## config.mk

```make
export PLATFORM = sky130hd
export DESIGN_NAME = jedro_1_dbus_bridge_flat
export DESIGN_NICKNAME = d
export VERILOG_FILES = /design/src/rtl/jedro_1_dbus_bridge_if.sv /design/src/rtl/jedro_1_dbus_bridge.sv /design/src/flat_wrapper.sv
export SDC_FILE = /design/constraint.sdc
export NUM_CORES = 1
export LEC_CHECK = 0
export BUFFER_PORTS_ARGS = -buffer_cell sky130_fd_sc_hd__buf_2
export CAP_MARGIN = 15
export CORE_ASPECT_RATIO = 1.4
export CORE_MARGIN = 3
export CORE_UTILIZATION = 42
export CTS_CLUSTER_DIAMETER = 200
export DETAILED_ROUTE_END_ITERATION = 6
export GPL_ROUTABILITY_DRIVEN = 1
export PLACE_DENSITY = 0.75
export SYNTH_ARGS = -nofsm -noshare
export SYNTH_HDL_FRONTEND = slang
export SYNTH_SLANG_ARGS = --single-unit
```

## constraint.sdc

```tcl
create_clock -name clk_i -period 3 [get_ports clk_i]
set_input_delay 0.3 -clock clk_i [delete_from_list [all_inputs] [get_ports clk_i]]
set_output_delay 0.3 -clock clk_i [all_outputs]
set_load 0.005 [all_outputs]
```

## src/rtl/jedro_1_dbus_bridge_if.sv

```systemverilog
// LSU-side strobe bus of the jedro-1 data-bus bridge.
// The LSU is the master; the bridge is the slave.
interface jedro_1_dbus_bridge_if;
  logic        stb;
  logic [3:0]  we;
  logic [31:0] addr;
  logic [31:0] wdata;
  logic [31:0] rdata;
  logic        ack;
  logic        err;

  modport master (output stb, we, addr, wdata, input rdata, ack, err);
  modport slave  (input stb, we, addr, wdata, output rdata, ack, err);
endinterface

```

## src/rtl/jedro_1_dbus_bridge.sv

```systemverilog
// jedro-1 data-bus bridge: decodes LSU strobes to block RAM, a req/ack peripheral
// port with timeout, or an unmapped-address error, and returns ack/err plus read data.
module jedro_1_dbus_bridge #(
  parameter logic [31:0] RAM_BASE      = 32'h8000_0000,
  parameter int          RAM_SIZE_LOG2 = 14,
  parameter logic [31:0] PER_BASE      = 32'h4000_0000,
  parameter int          PER_SIZE_LOG2 = 16,
  parameter int          TIMEOUT       = 15
) (
  input  logic                     clk_i,
  input  logic                     rstn_i,
  jedro_1_dbus_bridge_if.slave     lsu,
  output logic                     overrun_o,
  output logic                     bram_en_o,
  output logic [3:0]               bram_we_o,
  output logic [RAM_SIZE_LOG2-3:0] bram_addr_o,
  output logic [31:0]              bram_wdata_o,
  input  logic [31:0]              bram_rdata_i,
  output logic                     per_req_o,
  output logic [3:0]               per_we_o,
  output logic [31:0]              per_addr_o,
  output logic [31:0]              per_wdata_o,
  input  logic [31:0]              per_rdata_i,
  input  logic                     per_ack_i,
  input  logic                     per_err_i
);

  localparam int              TW         = (TIMEOUT > 1) ? $clog2(TIMEOUT) : 1;
  localparam logic [TW-1:0]   TIMER_LAST = TW'(TIMEOUT - 1);

  typedef enum logic [1:0] {
    IDLE     = 2'd0,
    RAM_RSP  = 2'd1,
    PER_WAIT = 2'd2,
    RSP      = 2'd3
  } state_t;

  state_t        state_r;
  state_t        state_nxt_s;
  logic [TW-1:0] timer_r;
  logic [3:0]    we_r;
  logic          rsp_ok_r;
  logic [31:0]   rdata_r;

  logic ram_hit_s;
  logic per_hit_s;
  logic accept_s;
  logic timeout_s;

  // RAM takes priority should the two regions ever be configured to overlap.
  assign ram_hit_s = (lsu.addr[31:RAM_SIZE_LOG2] == RAM_BASE[31:RAM_SIZE_LOG2]);
  assign per_hit_s = (lsu.addr[31:PER_SIZE_LOG2] == PER_BASE[31:PER_SIZE_LOG2]) && !ram_hit_s;
  assign accept_s  = lsu.stb && (state_r != PER_WAIT);
  assign timeout_s = (timer_r == TIMER_LAST);

  // State register.
  always_ff @(posedge clk_i or negedge rstn_i) begin
    if (!rstn_i) begin
      state_r <= IDLE;
    end else begin
      state_r <= state_nxt_s;
    end
  end

  // Next-state decode.
  always_comb begin
    state_nxt_s = IDLE;
    case (state_r)
      IDLE, RAM_RSP, RSP: begin
        if (accept_s && ram_hit_s) begin
          state_nxt_s = RAM_RSP;
        end else if (accept_s && per_hit_s) begin
          state_nxt_s = PER_WAIT;
        end else if (accept_s) begin
          state_nxt_s = RSP;
        end else begin
          state_nxt_s = IDLE;
        end
      end
      PER_WAIT: begin
        if (per_err_i || per_ack_i || timeout_s) begin
          state_nxt_s = RSP;
        end else begin
          state_nxt_s = PER_WAIT;
        end
      end
      default: state_nxt_s = IDLE;
    endcase
  end

  // Request capture, peripheral handshake, timer and response status.
  always_ff @(posedge clk_i or negedge rstn_i) begin
    if (!rstn_i) begin
      per_req_o   <= 1'b0;
      per_we_o    <= 4'h0;
      per_addr_o  <= 32'h0;
      per_wdata_o <= 32'h0;
      timer_r     <= '0;
      we_r        <= 4'h0;
      rsp_ok_r    <= 1'b0;
      rdata_r     <= 32'h0;
    end else if (state_r == PER_WAIT) begin
      if (per_err_i) begin
        rsp_ok_r  <= 1'b0;
        per_req_o <= 1'b0;
      end else if (per_ack_i) begin
        rdata_r   <= (per_we_o == 4'h0) ? per_rdata_i : 32'h0;
        rsp_ok_r  <= 1'b1;
        per_req_o <= 1'b0;
      end else if (timeout_s) begin
        rsp_ok_r  <= 1'b0;
        per_req_o <= 1'b0;
      end else begin
        timer_r   <= timer_r + TW'(1);
      end
    end else if (accept_s) begin
      if (ram_hit_s) begin
        we_r <= lsu.we;
      end else if (per_hit_s) begin
        per_req_o   <= 1'b1;
        per_we_o    <= lsu.we;
        per_addr_o  <= lsu.addr;
        per_wdata_o <= lsu.wdata;
        timer_r     <= '0;
      end else begin
        rsp_ok_r <= 1'b0;
      end
    end
  end

  // RAM port drive, LSU response and overrun flag.
  always_comb begin
    bram_en_o    = 1'b0;
    bram_we_o    = 4'h0;
    bram_addr_o  = '0;
    bram_wdata_o = 32'h0;
    lsu.ack      = 1'b0;
    lsu.err      = 1'b0;
    lsu.rdata    = 32'h0;
    overrun_o    = lsu.stb && (state_r == PER_WAIT);
    if (accept_s && ram_hit_s) begin
      bram_en_o    = 1'b1;
      bram_we_o    = lsu.we;
      bram_addr_o  = lsu.addr[RAM_SIZE_LOG2-1:2];
      bram_wdata_o = lsu.wdata;
    end else begin
      bram_en_o    = 1'b0;
    end
    case (state_r)
      RAM_RSP: begin
        lsu.ack   = 1'b1;
        lsu.rdata = (we_r == 4'h0) ? bram_rdata_i : 32'h0;
      end
      RSP: begin
        lsu.ack   = rsp_ok_r;
        lsu.err   = !rsp_ok_r;
        lsu.rdata = rsp_ok_r ? rdata_r : 32'h0;
      end
      default: begin
        lsu.ack   = 1'b0;
        lsu.err   = 1'b0;
        lsu.rdata = 32'h0;
      end
    endcase
  end

endmodule
```

## src/flat_wrapper.sv

```systemverilog
// flat-port wrapper written by rule: the top's interface ports become plain ports
module jedro_1_dbus_bridge_flat 
#(
  parameter logic [31:0] RAM_BASE      = 32'h8000_0000,
  parameter int          RAM_SIZE_LOG2 = 14,
  parameter logic [31:0] PER_BASE      = 32'h4000_0000,
  parameter int          PER_SIZE_LOG2 = 16,
  parameter int          TIMEOUT       = 15
)
  (clk_i, rstn_i, overrun_o, bram_en_o, bram_we_o, bram_addr_o, bram_wdata_o, bram_rdata_i, per_req_o, per_we_o, per_addr_o, per_wdata_o, per_rdata_i, per_ack_i, per_err_i, lsu_stb, lsu_we, lsu_addr, lsu_wdata, lsu_rdata, lsu_ack, lsu_err);
  jedro_1_dbus_bridge_if lsu_i ();
  input  logic clk_i;
  input  logic rstn_i;
  output logic overrun_o;
  output logic bram_en_o;
  output logic [3:0] bram_we_o;
  output logic [RAM_SIZE_LOG2-3:0] bram_addr_o;
  output logic [31:0] bram_wdata_o;
  input  logic [31:0] bram_rdata_i;
  output logic per_req_o;
  output logic [3:0] per_we_o;
  output logic [31:0] per_addr_o;
  output logic [31:0] per_wdata_o;
  input  logic [31:0] per_rdata_i;
  input  logic per_ack_i;
  input  logic per_err_i;
  input wire logic [$bits(lsu_i.stb)-1:0] lsu_stb;
  input wire logic [$bits(lsu_i.we)-1:0] lsu_we;
  input wire logic [$bits(lsu_i.addr)-1:0] lsu_addr;
  input wire logic [$bits(lsu_i.wdata)-1:0] lsu_wdata;
  output wire logic [$bits(lsu_i.rdata)-1:0] lsu_rdata;
  output wire logic [$bits(lsu_i.ack)-1:0] lsu_ack;
  output wire logic [$bits(lsu_i.err)-1:0] lsu_err;
  assign lsu_i.stb = lsu_stb;
  assign lsu_i.we = lsu_we;
  assign lsu_i.addr = lsu_addr;
  assign lsu_i.wdata = lsu_wdata;
  assign lsu_rdata = lsu_i.rdata;
  assign lsu_ack = lsu_i.ack;
  assign lsu_err = lsu_i.err;
  jedro_1_dbus_bridge #(.RAM_BASE(RAM_BASE), .RAM_SIZE_LOG2(RAM_SIZE_LOG2), .PER_BASE(PER_BASE), .PER_SIZE_LOG2(PER_SIZE_LOG2), .TIMEOUT(TIMEOUT)) u_core (.clk_i(clk_i), .rstn_i(rstn_i), .lsu(lsu_i), .overrun_o(overrun_o), .bram_en_o(bram_en_o), .bram_we_o(bram_we_o), .bram_addr_o(bram_addr_o), .bram_wdata_o(bram_wdata_o), .bram_rdata_i(bram_rdata_i), .per_req_o(per_req_o), .per_we_o(per_we_o), .per_addr_o(per_addr_o), .per_wdata_o(per_wdata_o), .per_rdata_i(per_rdata_i), .per_ack_i(per_ack_i), .per_err_i(per_err_i));
endmodule
```

==> reports/results.ini <==
[floorplanning]
core_um2=11090
rows=45
die_width_um=96.94
dieArea_um2=12920
pin_count=290
dieHeight_um=133.3
start_util_pct=43.84

[cts]
cts_sinks=112
insertion_delay_ps=350
cts_resized=0
htree_levels=3
clockBufferDepth=2
cts_root_buf=clkbuf_16
clkTransAtPathRegs_ps=70
cts_buffers=9
holdBufCountCts=0
postCtsSetupBuffers=0
cts_tree=yes

[layout]
area_growth_pct=38.99
layout_commonest_cell=buf_2
antenna_cells=0
fillCellCount=926
fin_nets=795
layout_common_cells=288 x buf_2, 112 x dfrtp_1, 64 x a22o_1
layout.cells.non_filler=802
drive_gt1_share_pct=55.98

[global_routing]
antenna_found_initial=0
grt-ovfl-total=0
grt_pass1_vias=4195
grt.total_usage_pct=20.28
grt_pass1_wl_um=21340
grt_max_degree=69

[critical_path]
r2r-start=u_core.state_r[0]
crit_required_ps=2700
crit_family=simple AND/OR/NAND/NOR gates
path_buf_inv=2
cp_cell_sequence=or4b_2 > nor3_4 > buf_4 > a22o_1 > buf_2
crit_path_end_kind=primary output
path_class=reg -> out
reg2regPathDepth=5
slowest_stage=or4b_2
rrSetupSlack_ps=900
regToRegEndpoint=u_core.per_wdata_o[9]
cp.arrival_ps=2180
cp-start-kind=flip-flop
slowest_delay_ps=650
cp_max_fo=32

[timing]
worstMarginPinSlew_ps=836.4
setup_viol_count_final=0
finalSetupTns_ps=0
hold_viol=0
slew_viol_final=0
clock_skew_ps=8.285
relSlewSlack_pct=44.24
fin_crit_ps=2484
holdWs_ps=56.49
rsz0062_at_grt=no
max_freq_mhz=402.5
min_period_over_period_pct=82.81

[drt]
drt_wl_total_um=13280
dr.pass1.iters=6
vias_per_cell=5.141
ant_nets=0
wl_per_cell_um=16.56
drt_iter0_markers=76
drc=0
vias=4123

[synth]
synth_nets=511
yosysUniqueCellTypes=37
synth_cells=372
ys_seq_area_share_pct=57.64
synth_edf_count=0
ys_ff_latch=112
async_flop_share_pct=100.0
synth-main-ff-cell=dfrtp_1
syn_area_um2=4862
avgSynthCellArea_um2=13.07
yosys_warnings=0

[pwr]
ir_drop_mv=0.2762
p_leak_nw=3.973
cellPowerDensity_nw_per_um2=541.3

[outcome]
status=finished clean

[job]
cap_viol_max_count=0

[place]
place_congestion=0.9475
dp.final_hpwl_um=10300
dp.cells=785
port_buffers=289

[worst_hold_path]
hold_path.class=in -> async

## layer usage
metal	part of all wire (%)	routed length, um	track usage [%]
met4	3.0	395	8.353
met5	0	0	0
met3	7.7	1024	5.081
met2	52	6879	35.29
met1	38	4983	23.87
## flip-flops by register name (all words and copies together), names as in the netlist
signal and count:
u_core.per_wdata_o 32, u_core.per_we_o 4, u_core.rsp_ok_r 1, u_core.timer_r 4
u_core.rdata_r 32, u_core.per_req_o 1, u_core.per_addr_o 32, u_core.state_r 2
u_core.we_r 4
## final cells by class
type	instances	area, um2	area share, %
clock buffers	11	242.7	3.592
clock inverters	5	65.06	0.9628
inverters	3	11.26	0.1666
multi-input cells	232	1923	28.46
flip-flops and latches	112	2803	41.47
well taps	141	176.4	2.611
repair buffers	298	1536	22.74
## through the flow
stage / worst slack (ps) / area [um2] / power, W / util (%)
final: 515.7 / 6758 / 0.003658 / 60.93
after global routing: 402.1 / 6758 / 0.003845 / 60.93
after CTS: 481.9 / 6743 / 0.003692 / 60.79
after floorplan: 1037 / 4862 / 0.002181 / -
after detailed placement: 563.7 / 6435 / 0.002467 / 58.01
after global placement: 673.0 / 6435 / 0.002436 / 58.01
## worst max path at each step
stage / startpoint / to / slack, ps / cells past startpoint
floorplan: lsu_addr[15] / bram_wdata_o[22] / 1040 / 4
global placement: lsu_addr[17] / u_core.per_wdata_o[11] / 670 / 6
detailed placement: lsu_addr[17] / u_core.per_wdata_o[9] / 560 / 6
CTS: u_core.we_r[3] / lsu_rdata[2] / 480 / 5
global route: u_core.state_r[1] / lsu_rdata[2] / 400 / 5
finish: u_core.state_r[1] / lsu_rdata[2] / 520 / 5
## cell usage after synthesis, types with 3 or more instances
cell type / count / area (um2)
nor2_1: 6 / 22.52
mux2_2: 51 / 574.3
nand2_1: 6 / 22.52
dfrtp_1: 112 / 2803
nor4_1: 4 / 25.02
and2_1: 48 / 300.3
buf_2: 6 / 30.03
buf_6: 5 / 56.30
a22o_1: 64 / 560.5
mux2_1: 5 / 56.30
nand2b_1: 4 / 25.02
inv_1: 3 / 11.26
nor2b_1: 16 / 100.1
clkbuf_1: 13 / 48.80
## power by group
group | internal [W] | leakage, nW | switching (W)
Combinational | 0.000329 | 2.32 | 0.000264
Sequential | 0.00172 | 1.51 | 0.000138
Clock | 0.000678 | 0.144 | 0.000533
Total | 0.00272 | 3.97 | 0.000935
## worst register-to-register path, stage by stage (launching register included)
cell	delay, ps
dfrtp_1	390
nand2b_1	250
nand2_1	210
nor3_4	230
buf_4	470
mux2_2	430
## logic make-up after synthesis
group	after synthesis	synth area share [%]
adder cells (fa/ha/maj)	2	0.5146
multiplexers	57	13.18
flip-flops	112	57.64
AO/OA/AOI/OAI	76	13.18
AND/OR/NAND/NOR	97	12.38
buffers and inverters	28	3.114
Power figures use the tool's default switching activity.
